## config.mk

```make
export PLATFORM = sky130hd
export DESIGN_NAME = ps2_scancode_decoder_flat
export DESIGN_NICKNAME = d
export VERILOG_FILES = /design/src/rtl/ps2_scancode_decoder_if.sv /design/src/rtl/ps2_scancode_decoder.sv /design/src/flat_wrapper.sv
export SDC_FILE = /design/constraint.sdc
export NUM_CORES = 1
export LEC_CHECK = 0
export CORE_MARGIN = 4
export CORE_UTILIZATION = 58
export DETAILED_ROUTE_END_ITERATION = 8
export PLACE_DENSITY = 0.93
export SLEW_MARGIN = 20
export SYNTH_ARGS = -nofsm -noshare
export SYNTH_HDL_FRONTEND = slang
export SYNTH_SLANG_ARGS = --single-unit
```

## constraint.sdc

```tcl
create_clock -name main_clk -period 4.5 [get_ports main_clk]
set_input_delay 0.9 -clock main_clk [delete_from_list [all_inputs] [get_ports main_clk]]
set_output_delay 0.9 -clock main_clk [all_outputs]
set_load 0.05 [all_outputs]
```

## src/rtl/ps2_scancode_decoder_if.sv

```systemverilog
// Byte-in / event-out bundle between the PS/2 FIFO, the decoder and the host.
// PS2_LOCK_STATE_EN adds the lock_state output.
interface ps2_scancode_decoder_if;
    logic [7:0] byte_in;
    logic       byte_parity_err;
    logic       byte_valid;
    logic       byte_ready;
    logic [7:0] event_code;
    logic       event_extended;
    logic       event_release;
    logic       event_valid;
    logic       event_ready;
    logic [7:0] modifiers;
    logic       status_ack;
    logic       status_resend;
    logic       status_bat;
    logic       error_sticky;
    logic       error_clear;
`ifdef PS2_LOCK_STATE_EN
    logic [2:0] lock_state;
`endif

    modport slave (
        input  byte_in, byte_parity_err, byte_valid,
        input  event_ready, error_clear,
        output byte_ready, event_code, event_extended,
        output event_release, event_valid, modifiers,
        output status_ack, status_resend, status_bat,
        output error_sticky
`ifdef PS2_LOCK_STATE_EN
        , output lock_state
`endif
    );

    modport master (
        output byte_in, byte_parity_err, byte_valid,
        output event_ready, error_clear,
        input  byte_ready, event_code, event_extended,
        input  event_release, event_valid, modifiers,
        input  status_ack, status_resend, status_bat,
        input  error_sticky
`ifdef PS2_LOCK_STATE_EN
        , input lock_state
`endif
    );
endinterface

```

## src/rtl/ps2_scancode_decoder.sv

```systemverilog
// Scan code set 2 prefix parser: E0/F0/E1 sequences -> key events, modifiers.
// Optional lock-key tracking when PS2_LOCK_STATE_EN is defined.
module ps2_scancode_decoder #(
    parameter int CLKS_PER_US       = 82,
    parameter int PREFIX_TIMEOUT_US = 2000
) (
    input logic                    main_clk,
    input logic                    main_reset,
    ps2_scancode_decoder_if.slave  bus
);

    localparam int DW = (CLKS_PER_US > 1) ? $clog2(CLKS_PER_US) : 1;

    typedef enum logic [2:0] {
        IDLE,
        EXT,
        BRK,
        EXT_BRK,
        PAUSE
    } state_t;

    state_t     state;
    state_t     nxt;
    logic [2:0] pcnt;
    logic [2:0] pcnt_nxt;
    logic [DW-1:0] div_cnt;
    logic [11:0]   to_cnt;
    logic       us_tick;
    logic       timeout;

    logic       ev_valid;
    logic [7:0] ev_code;
    logic       ev_ext;
    logic       ev_rel;
    logic [7:0] mods;
    logic       ack_q;
    logic       resend_q;
    logic       bat_q;
    logic       err_q;

    logic       xfer;
    logic       emit;
    logic [7:0] e_code;
    logic       e_ext;
    logic       e_rel;
    logic       set_err;
    logic       ack_set;
    logic       resend_set;
    logic       bat_set;
    logic [7:0] mask;

    function automatic logic [7:0] mod_mask(logic [7:0] code, logic ext);
        logic [7:0] m;
        m = '0;
        if (!ext) begin
            case (code)
                8'h12:   m = 8'h01;
                8'h59:   m = 8'h02;
                8'h14:   m = 8'h04;
                8'h11:   m = 8'h10;
                default: m = '0;
            endcase
        end else begin
            case (code)
                8'h14:   m = 8'h08;
                8'h11:   m = 8'h20;
                8'h1F:   m = 8'h40;
                8'h27:   m = 8'h80;
                default: m = '0;
            endcase
        end
        return m;
    endfunction

    assign bus.byte_ready = !ev_valid || bus.event_ready;
    assign xfer    = bus.byte_valid && bus.byte_ready;
    assign us_tick = (div_cnt == DW'(CLKS_PER_US - 1));
    assign timeout = (state != IDLE) && !xfer
                  && (to_cnt == 12'(PREFIX_TIMEOUT_US));

    always_comb begin
        nxt        = state;
        pcnt_nxt   = pcnt;
        emit       = 1'b0;
        e_code     = bus.byte_in;
        e_ext      = 1'b0;
        e_rel      = 1'b0;
        set_err    = 1'b0;
        ack_set    = 1'b0;
        resend_set = 1'b0;
        bat_set    = 1'b0;
        if (xfer && bus.byte_parity_err) begin
            nxt     = IDLE;
            set_err = 1'b1;
        end else if (xfer) begin
            unique case (state)
                IDLE: begin
                    case (bus.byte_in)
                        8'hE0: nxt = EXT;
                        8'hF0: nxt = BRK;
                        8'hE1: begin
                            nxt      = PAUSE;
                            pcnt_nxt = 3'd1;
                        end
                        8'hFA: ack_set    = 1'b1;
                        8'hFE: resend_set = 1'b1;
                        8'hAA: bat_set    = 1'b1;
                        8'h00, 8'hFF, 8'hFC: set_err = 1'b1;
                        default: emit = 1'b1;
                    endcase
                end
                EXT: begin
                    nxt = IDLE;
                    if (bus.byte_in == 8'hF0) begin
                        nxt = EXT_BRK;
                    end else if (bus.byte_in != 8'h12 &&
                                 bus.byte_in != 8'h59) begin
                        emit  = 1'b1;
                        e_ext = 1'b1;
                    end
                end
                BRK: begin
                    nxt   = IDLE;
                    emit  = 1'b1;
                    e_rel = 1'b1;
                end
                EXT_BRK: begin
                    nxt = IDLE;
                    // PrintScreen wraps itself in fake shift codes
                    if (bus.byte_in != 8'h12 && bus.byte_in != 8'h59) begin
                        emit  = 1'b1;
                        e_ext = 1'b1;
                        e_rel = 1'b1;
                    end
                end
                PAUSE: begin
                    if (pcnt == 3'd7) begin
                        nxt    = IDLE;
                        emit   = 1'b1;
                        e_code = 8'hE1;
                    end else begin
                        pcnt_nxt = pcnt + 3'd1;
                    end
                end
                default: nxt = IDLE;
            endcase
        end else if (timeout) begin
            nxt     = IDLE;
            set_err = 1'b1;
        end
    end

    assign mask = mod_mask(e_code, e_ext);

`ifdef PS2_LOCK_STATE_EN
    logic [2:0] lock_q;
    logic [2:0] held;
    logic [2:0] lkey;

    always_comb begin
        lkey = '0;
        if (!e_ext) begin
            case (e_code)
                8'h58:   lkey = 3'b001;
                8'h77:   lkey = 3'b010;
                8'h7E:   lkey = 3'b100;
                default: lkey = '0;
            endcase
        end
    end

    // Typematic repeats of a held lock key must not toggle it again
    always_ff @(posedge main_clk) begin
        if (main_reset) begin
            lock_q <= '0;
            held   <= '0;
        end else if (emit && e_rel) begin
            held <= held & ~lkey;
        end else if (emit) begin
            held   <= held | lkey;
            lock_q <= lock_q ^ (lkey & ~held);
        end
    end

    assign bus.lock_state = lock_q;
`endif

    always_ff @(posedge main_clk) begin
        if (main_reset) begin
            state    <= IDLE;
            pcnt     <= '0;
            div_cnt  <= '0;
            to_cnt   <= '0;
            ev_valid <= 1'b0;
            ev_code  <= '0;
            ev_ext   <= 1'b0;
            ev_rel   <= 1'b0;
            mods     <= '0;
            ack_q    <= 1'b0;
            resend_q <= 1'b0;
            bat_q    <= 1'b0;
            err_q    <= 1'b0;
        end else begin
            state    <= nxt;
            pcnt     <= pcnt_nxt;
            ack_q    <= ack_set;
            resend_q <= resend_set;
            bat_q    <= bat_set;
            div_cnt  <= us_tick ? '0 : div_cnt + DW'(1);

            if (state == IDLE || xfer || timeout) begin
                to_cnt <= '0;
            end else if (us_tick) begin
                to_cnt <= to_cnt + 12'd1;
            end

            if (emit) begin
                ev_valid <= 1'b1;
                ev_code  <= e_code;
                ev_ext   <= e_ext;
                ev_rel   <= e_rel;
                mods     <= e_rel ? (mods & ~mask) : (mods | mask);
            end else if (bus.event_ready) begin
                ev_valid <= 1'b0;
            end

            if (set_err) begin
                err_q <= 1'b1;
            end else if (bus.error_clear) begin
                err_q <= 1'b0;
            end
        end
    end

    assign bus.event_code     = ev_code;
    assign bus.event_extended = ev_ext;
    assign bus.event_release  = ev_rel;
    assign bus.event_valid    = ev_valid;
    assign bus.modifiers      = mods;
    assign bus.status_ack     = ack_q;
    assign bus.status_resend  = resend_q;
    assign bus.status_bat     = bat_q;
    assign bus.error_sticky   = err_q;

endmodule
```

## src/flat_wrapper.sv

```systemverilog
// flat-port wrapper written by rule: the top's interface ports become plain ports
module ps2_scancode_decoder_flat 
#(
    parameter int CLKS_PER_US       = 82,
    parameter int PREFIX_TIMEOUT_US = 2000
)
  (main_clk, main_reset, bus_byte_in, bus_byte_parity_err, bus_byte_valid, bus_event_ready, bus_error_clear, bus_byte_ready, bus_event_code, bus_event_extended, bus_event_release, bus_event_valid, bus_modifiers, bus_status_ack, bus_status_resend, bus_status_bat, bus_error_sticky);
  ps2_scancode_decoder_if bus_i ();
  input logic main_clk;
  input logic main_reset;
  input wire logic [$bits(bus_i.byte_in)-1:0] bus_byte_in;
  input wire logic [$bits(bus_i.byte_parity_err)-1:0] bus_byte_parity_err;
  input wire logic [$bits(bus_i.byte_valid)-1:0] bus_byte_valid;
  input wire logic [$bits(bus_i.event_ready)-1:0] bus_event_ready;
  input wire logic [$bits(bus_i.error_clear)-1:0] bus_error_clear;
  output wire logic [$bits(bus_i.byte_ready)-1:0] bus_byte_ready;
  output wire logic [$bits(bus_i.event_code)-1:0] bus_event_code;
  output wire logic [$bits(bus_i.event_extended)-1:0] bus_event_extended;
  output wire logic [$bits(bus_i.event_release)-1:0] bus_event_release;
  output wire logic [$bits(bus_i.event_valid)-1:0] bus_event_valid;
  output wire logic [$bits(bus_i.modifiers)-1:0] bus_modifiers;
  output wire logic [$bits(bus_i.status_ack)-1:0] bus_status_ack;
  output wire logic [$bits(bus_i.status_resend)-1:0] bus_status_resend;
  output wire logic [$bits(bus_i.status_bat)-1:0] bus_status_bat;
  output wire logic [$bits(bus_i.error_sticky)-1:0] bus_error_sticky;
  assign bus_i.byte_in = bus_byte_in;
  assign bus_i.byte_parity_err = bus_byte_parity_err;
  assign bus_i.byte_valid = bus_byte_valid;
  assign bus_i.event_ready = bus_event_ready;
  assign bus_i.error_clear = bus_error_clear;
  assign bus_byte_ready = bus_i.byte_ready;
  assign bus_event_code = bus_i.event_code;
  assign bus_event_extended = bus_i.event_extended;
  assign bus_event_release = bus_i.event_release;
  assign bus_event_valid = bus_i.event_valid;
  assign bus_modifiers = bus_i.modifiers;
  assign bus_status_ack = bus_i.status_ack;
  assign bus_status_resend = bus_i.status_resend;
  assign bus_status_bat = bus_i.status_bat;
  assign bus_error_sticky = bus_i.error_sticky;
  ps2_scancode_decoder #(.CLKS_PER_US(CLKS_PER_US), .PREFIX_TIMEOUT_US(PREFIX_TIMEOUT_US)) u_core (.main_clk(main_clk), .main_reset(main_reset), .bus(bus_i));
endmodule
```

==> results.md <==
Synth:
- The synthesized area divided by synthesized cell count is 8.686 um^2.
- The synthesized-area fraction occupied by and/or/nand/nor cells is 0.3004.
- Counting flops and latches in the post-synthesis netlist gives 48.
- Of the total synthesized cell area, the portion taken by full adders, half adders and majority gates is 0.02960.
- The number of enable flip-flop cells after synthesis is 0.
- The summed instance area of the synthesized netlist is 2536 um^2.
- The count of unique library cells instantiated by Yosys is 60.
- Yosys printed 0 warnings.
- By area, the combinational part of the netlist is dominated by simple AND/OR/NAND/NOR gates.
- The share of the synthesized area in the top cell type is 0.3789.
- Ranked by total cell area, the synthesized netlist is headed by sky130_fd_sc_hd__dfxtp_1 38%, sky130_fd_sc_hd__nor2_1 6.4%, sky130_fd_sc_hd__xnor2_1 3.1%.
- The share of the Yosys chip area taken by registers is 0.3789.
- The compound-gate portion of the synthesized area came to 0.1638.
- Synthesis handed over a netlist of 292 instances.
- The biggest area consumer among synthesized cells is sky130_fd_sc_hd__dfxtp_1.
- The async set-or-reset flop fraction in the synthesized netlist is 0.
- The number of nets in the synthesized netlist is 312.
- Of the total synthesized cell area, the portion taken by XOR and XNOR cells is 0.05180.
- Measured against the total synthesized area, the mux share comes to 0.01579.
- The predominant post-synthesis flop cell is sky130_fd_sc_hd__dfxtp_1.

Clock network:
- The post-CTS clock slew at the launch and capture registers of the worst setup and hold paths is 0.09 ns.
- The total of cells resized after clock tree synthesis is 0.
- The post-CTS repair timing setup buffer count is 0.
- The clock insertion delay at the later pin of the skew report is 0.30 ns.
- The longest clock path from root to sink contains 2 buffers.
- The H-tree generated during clock tree synthesis spans 2 levels.
- The quantity of hold-fixing buffers added after cts is 0.
- The total clock sinks is 48.
- The number of CTS-inserted buffers is 5.
- The clock root buffer is sky130_fd_sc_hd__clkbuf_8.
- The clock tree from TritonCTS is done.

Global routing:
- After global routing the overflow that remains totals 0.
- The pin count of the biggest net entering global routing is 21.
- The number of antenna violations at the first check in global routing was 0.
- The global router's overall resource usage is 0.2190.
- The via count of the first global-routing pass is 2,138.
- The global-route wire length before repair is 9.480 mm.

Timing:
- The final number of max-transition violations is 0.
- In the finished design, the share of the clock period the worst path needs comes to 0.7240.
- The final hold violation count was 0.
- The clock period minus worst slack is 3.258 ns.
- The least setup slack across all paths after layout is 1.242 ns.
- For the pin with the worst max-slew slack, the measured transition is 0.7815 ns.
- Summed over all failing endpoints, the final setup total negative slack is 0 ns.
- For this run, the top clock speed supported by timing is 306.9 MHz.
- Across the routed clock network, the largest skew measured is 0.005448 ns.
- The final-report setup violation count is 0.
- The worst slew margin relative to its limit is 0.4742.
- Setup repair after global routing left no endpoint under its margin.

Floorplanning:
- The floorplan step set the die width to 74.13 um.
- The initial utilization of the core area, before any placement, comes to 0.6163.
- The core region is 4115 um^2.
- The area enclosed by the die boundary is 5495 um^2.
- The floorplan has 23 rows.
- The die is 74.13 um tall.
- The number of top-level pins is 38.

Placement:
- The routability-driven placement congestion ratio is 1.005.
- The standard cell area after detailed placement is 2904 um^2.
- At the placement stage, the worst setup path has a slack of 0.9402 ns.
- Port buffering added 37 buffers.
- After detailed placement, the design holds a cell count of 367.
- The half-perimeter wire length after placement is 4.119 mm.

Critical path:
- The worst register-to-register path begins at u_core.state[0].
- The worst setup path is captured at a register.
- On the critical path, the stage with the largest delay is an instance of sky130_fd_sc_hd__clkdlybuf4s50_1.
- The depth of the most critical reg-to-reg path is 7.
- The signal on the critical path passes through clkdlybuf4s50_1 -> and4bb_4 -> a31o_2 -> o21bai_1 -> o32ai_4 -> buf_4 -> a31oi_1 -> a311oi_1.
- The critical path arrival is 3.47 ns.
- By startpoint and endpoint, the worst setup path is classified as primary input to register.
- Along the worst path, the maximum fanout reaches 15.
- The worst setup path is launched from a primary input.
- For flop-to-flop paths, the worst setup slack is 1.82 ns.
- The critical path required time is 4.71 ns.
- The maximum single-stage delay on the critical path is 0.68 ns.

Min path:
- The path with the worst hold slack has its endpoint at u_core.div_cnt[0].
- The tightest min-delay check is of the register to register type.
- The hold path depth is 1.
- The launch instance of the worst min-delay path is u_core.div_cnt[0].

Routing:
- The total vias in the final route is 2,230.
- After detailed routing, the total wire length is 5.622 mm.
- In this run the remaining antenna-violating nets after routing total 0.
- In the routed layout, each cell is associated on average with a via count of 5.947.
- The number of iterations in the first detailed-routing pass is 4.
- The detailed router finished its first iteration with 207 violations.
- The total DRC errors in the routed layout is 0.
- In the final routed layout, each cell accounts on average for 14.99 um.

Layout:
- The finished cells cover 3015 um^2.
- The count of cells in the finished layout, fillers not included, comes to 375.
- The area growth from synthesis to final layout is 18.89%.
- 0 antenna diodes ended up in the layout.
- The fraction of layout instances using a drive strength above 1 is 0.08308.
- In the final design database the tool counted 344 nets.

Power:
- For this design the static power due to leakage is 1.096 nW.
- The maximum vdd drop is 0.2429 mV.
- The total design power is 0.8462 mW.
- Dividing total power by cell area gives a power density of 280.6 nW/um^2.

Run status:
- The flow ran to the end, and the final reports show no timing, DRC or antenna violations.

Job:
- The total of max-cap violations is 0.
==> layout by cell type, fill, tap and decap left out, drive strengths merged, types with 4 or more instances in the layout <==
| cell | netlist | final |
|---|---|---|
| nand4 | 8 | 8 |
| nand3 | 15 | 15 |
| nor2b | 4 | 4 |
| dfxtp | 48 | 48 |
| clkbuf | 10 | 5 |
| and3 | 7 | 7 |
| a31oi | 7 | 7 |
| a311oi | 5 | 5 |
| xor2 | 6 | 6 |
| nand2 | 10 | 10 |
| inv | 19 | 19 |
| mux2i | 4 | 4 |
| a211oi | 8 | 8 |
| or3 | 4 | 4 |
| ha | 6 | 6 |
| and2 | 4 | 4 |
| nor4 | 5 | 5 |
| clkdlybuf4s50 | 0 | 37 |
| or2 | 5 | 5 |
| nor3 | 10 | 10 |
| nor2 | 43 | 43 |
| xnor2 | 9 | 9 |
| nand2b | 6 | 6 |
| a21oi | 13 | 13 |
==> routing by layer <==
metal / routed length, um / vias up / GRT usage / part of all wire
li1: - / 1108 / - / -
met2: 2658 / 73 / 0.3533 / 0.47
met5: 0 / - / 0 / 0
met3: 320 / 14 / 0.05135 / 0.057
met4: 128 / 0 / 0.07847 / 0.023
met1: 2514 / 1035 / 0.2867 / 0.45
==> per-stage QoR <==
step           hold WS (ns)    util
6_report             0.4637  0.7327
5_1_grt              0.5050  0.7327
4_1_cts              0.4707  0.7327
3_5_place_dp         0.4498  0.7057
3_3_place_gp         0.4427  0.7057
2_1_floorplan        0.4295       -
==> worst max path at each step <==
| stage | start | end | slack (ns) |
|---|---|---|---|
| floorplan | bus_event_ready | register | 1.96 |
| global placement | bus_byte_in[2] | register | 1.09 |
| detailed placement | bus_byte_in[2] | register | 0.94 |
| CTS | bus_byte_in[2] | register | 1.26 |
| global route | bus_byte_in[2] | register | 1.08 |
| finish | bus_byte_in[2] | register | 1.24 |
==> critical path, delay by kind of cell <==
| kind | cells | cell delay (ns) |
|---|---|---|
| buffers and inverters | 2 | 0.99 |
| and+or+nand+nor | 1 | 0.27 |
| AOI/OAI and AO/OA | 5 | 1.30 |
==> kinds of logic after synthesis <==
| family | after synthesis |
|---|---|
| flops | 48 |
| mux | 4 |
| fa+ha+maj | 6 |
| compound gates | 50 |
| buf+inv | 33 |
| simple gates | 136 |
| xor+xnor | 15 |
==> report_power, final <==
| group | internal, mW | leakage, nW | switching [mW] | total (mW) |
|---|---|---|---|---|
| Clock | 0.164 | 0.0541 | 0.145 | 0.309 |
| Sequential | 0.432 | 0.389 | 0.00492 | 0.437 |
| Combinational | 0.0385 | 0.653 | 0.0615 | 0.100 |
==> cell usage after synthesis (3+ instances only) <==
cell type,n
sky130_fd_sc_hd__nor2_1,43
sky130_fd_sc_hd__or3_1,3
sky130_fd_sc_hd__or2_1,4
sky130_fd_sc_hd__nor4_1,5
sky130_fd_sc_hd__dfxtp_1,48
sky130_fd_sc_hd__a31oi_1,7
sky130_fd_sc_hd__a311oi_2,4
sky130_fd_sc_hd__and3_1,7
sky130_fd_sc_hd__ha_1,6
sky130_fd_sc_hd__nand2_1,9
sky130_fd_sc_hd__nand2b_1,6
sky130_fd_sc_hd__clkbuf_1,9
sky130_fd_sc_hd__a211oi_1,6
sky130_fd_sc_hd__inv_1,18
sky130_fd_sc_hd__and2_1,4
sky130_fd_sc_hd__nand4_1,7
sky130_fd_sc_hd__xor2_1,6
sky130_fd_sc_hd__nor4b_1,3
sky130_fd_sc_hd__a21o_1,3
sky130_fd_sc_hd__xnor2_1,9
sky130_fd_sc_hd__nor3_1,10
sky130_fd_sc_hd__nand3_1,15
sky130_fd_sc_hd__mux2i_1,4
sky130_fd_sc_hd__nor2b_1,3
sky130_fd_sc_hd__a21oi_1,13
sky130_fd_sc_hd__buf_6,3
==> layout make-up <==
type                            instances  area (um^2)
Tap cell                               50        62.56
Clock buffer                            5        68.82
Inverter                               19        71.32
Sequential cell                        48        960.9
Timing Repair Buffer                   39        385.4
Clock inverter                          3        42.54
Multi-Input combinational cell        211         1424
Fill cell                             308         1100
Power figures use the tool's default switching activity.
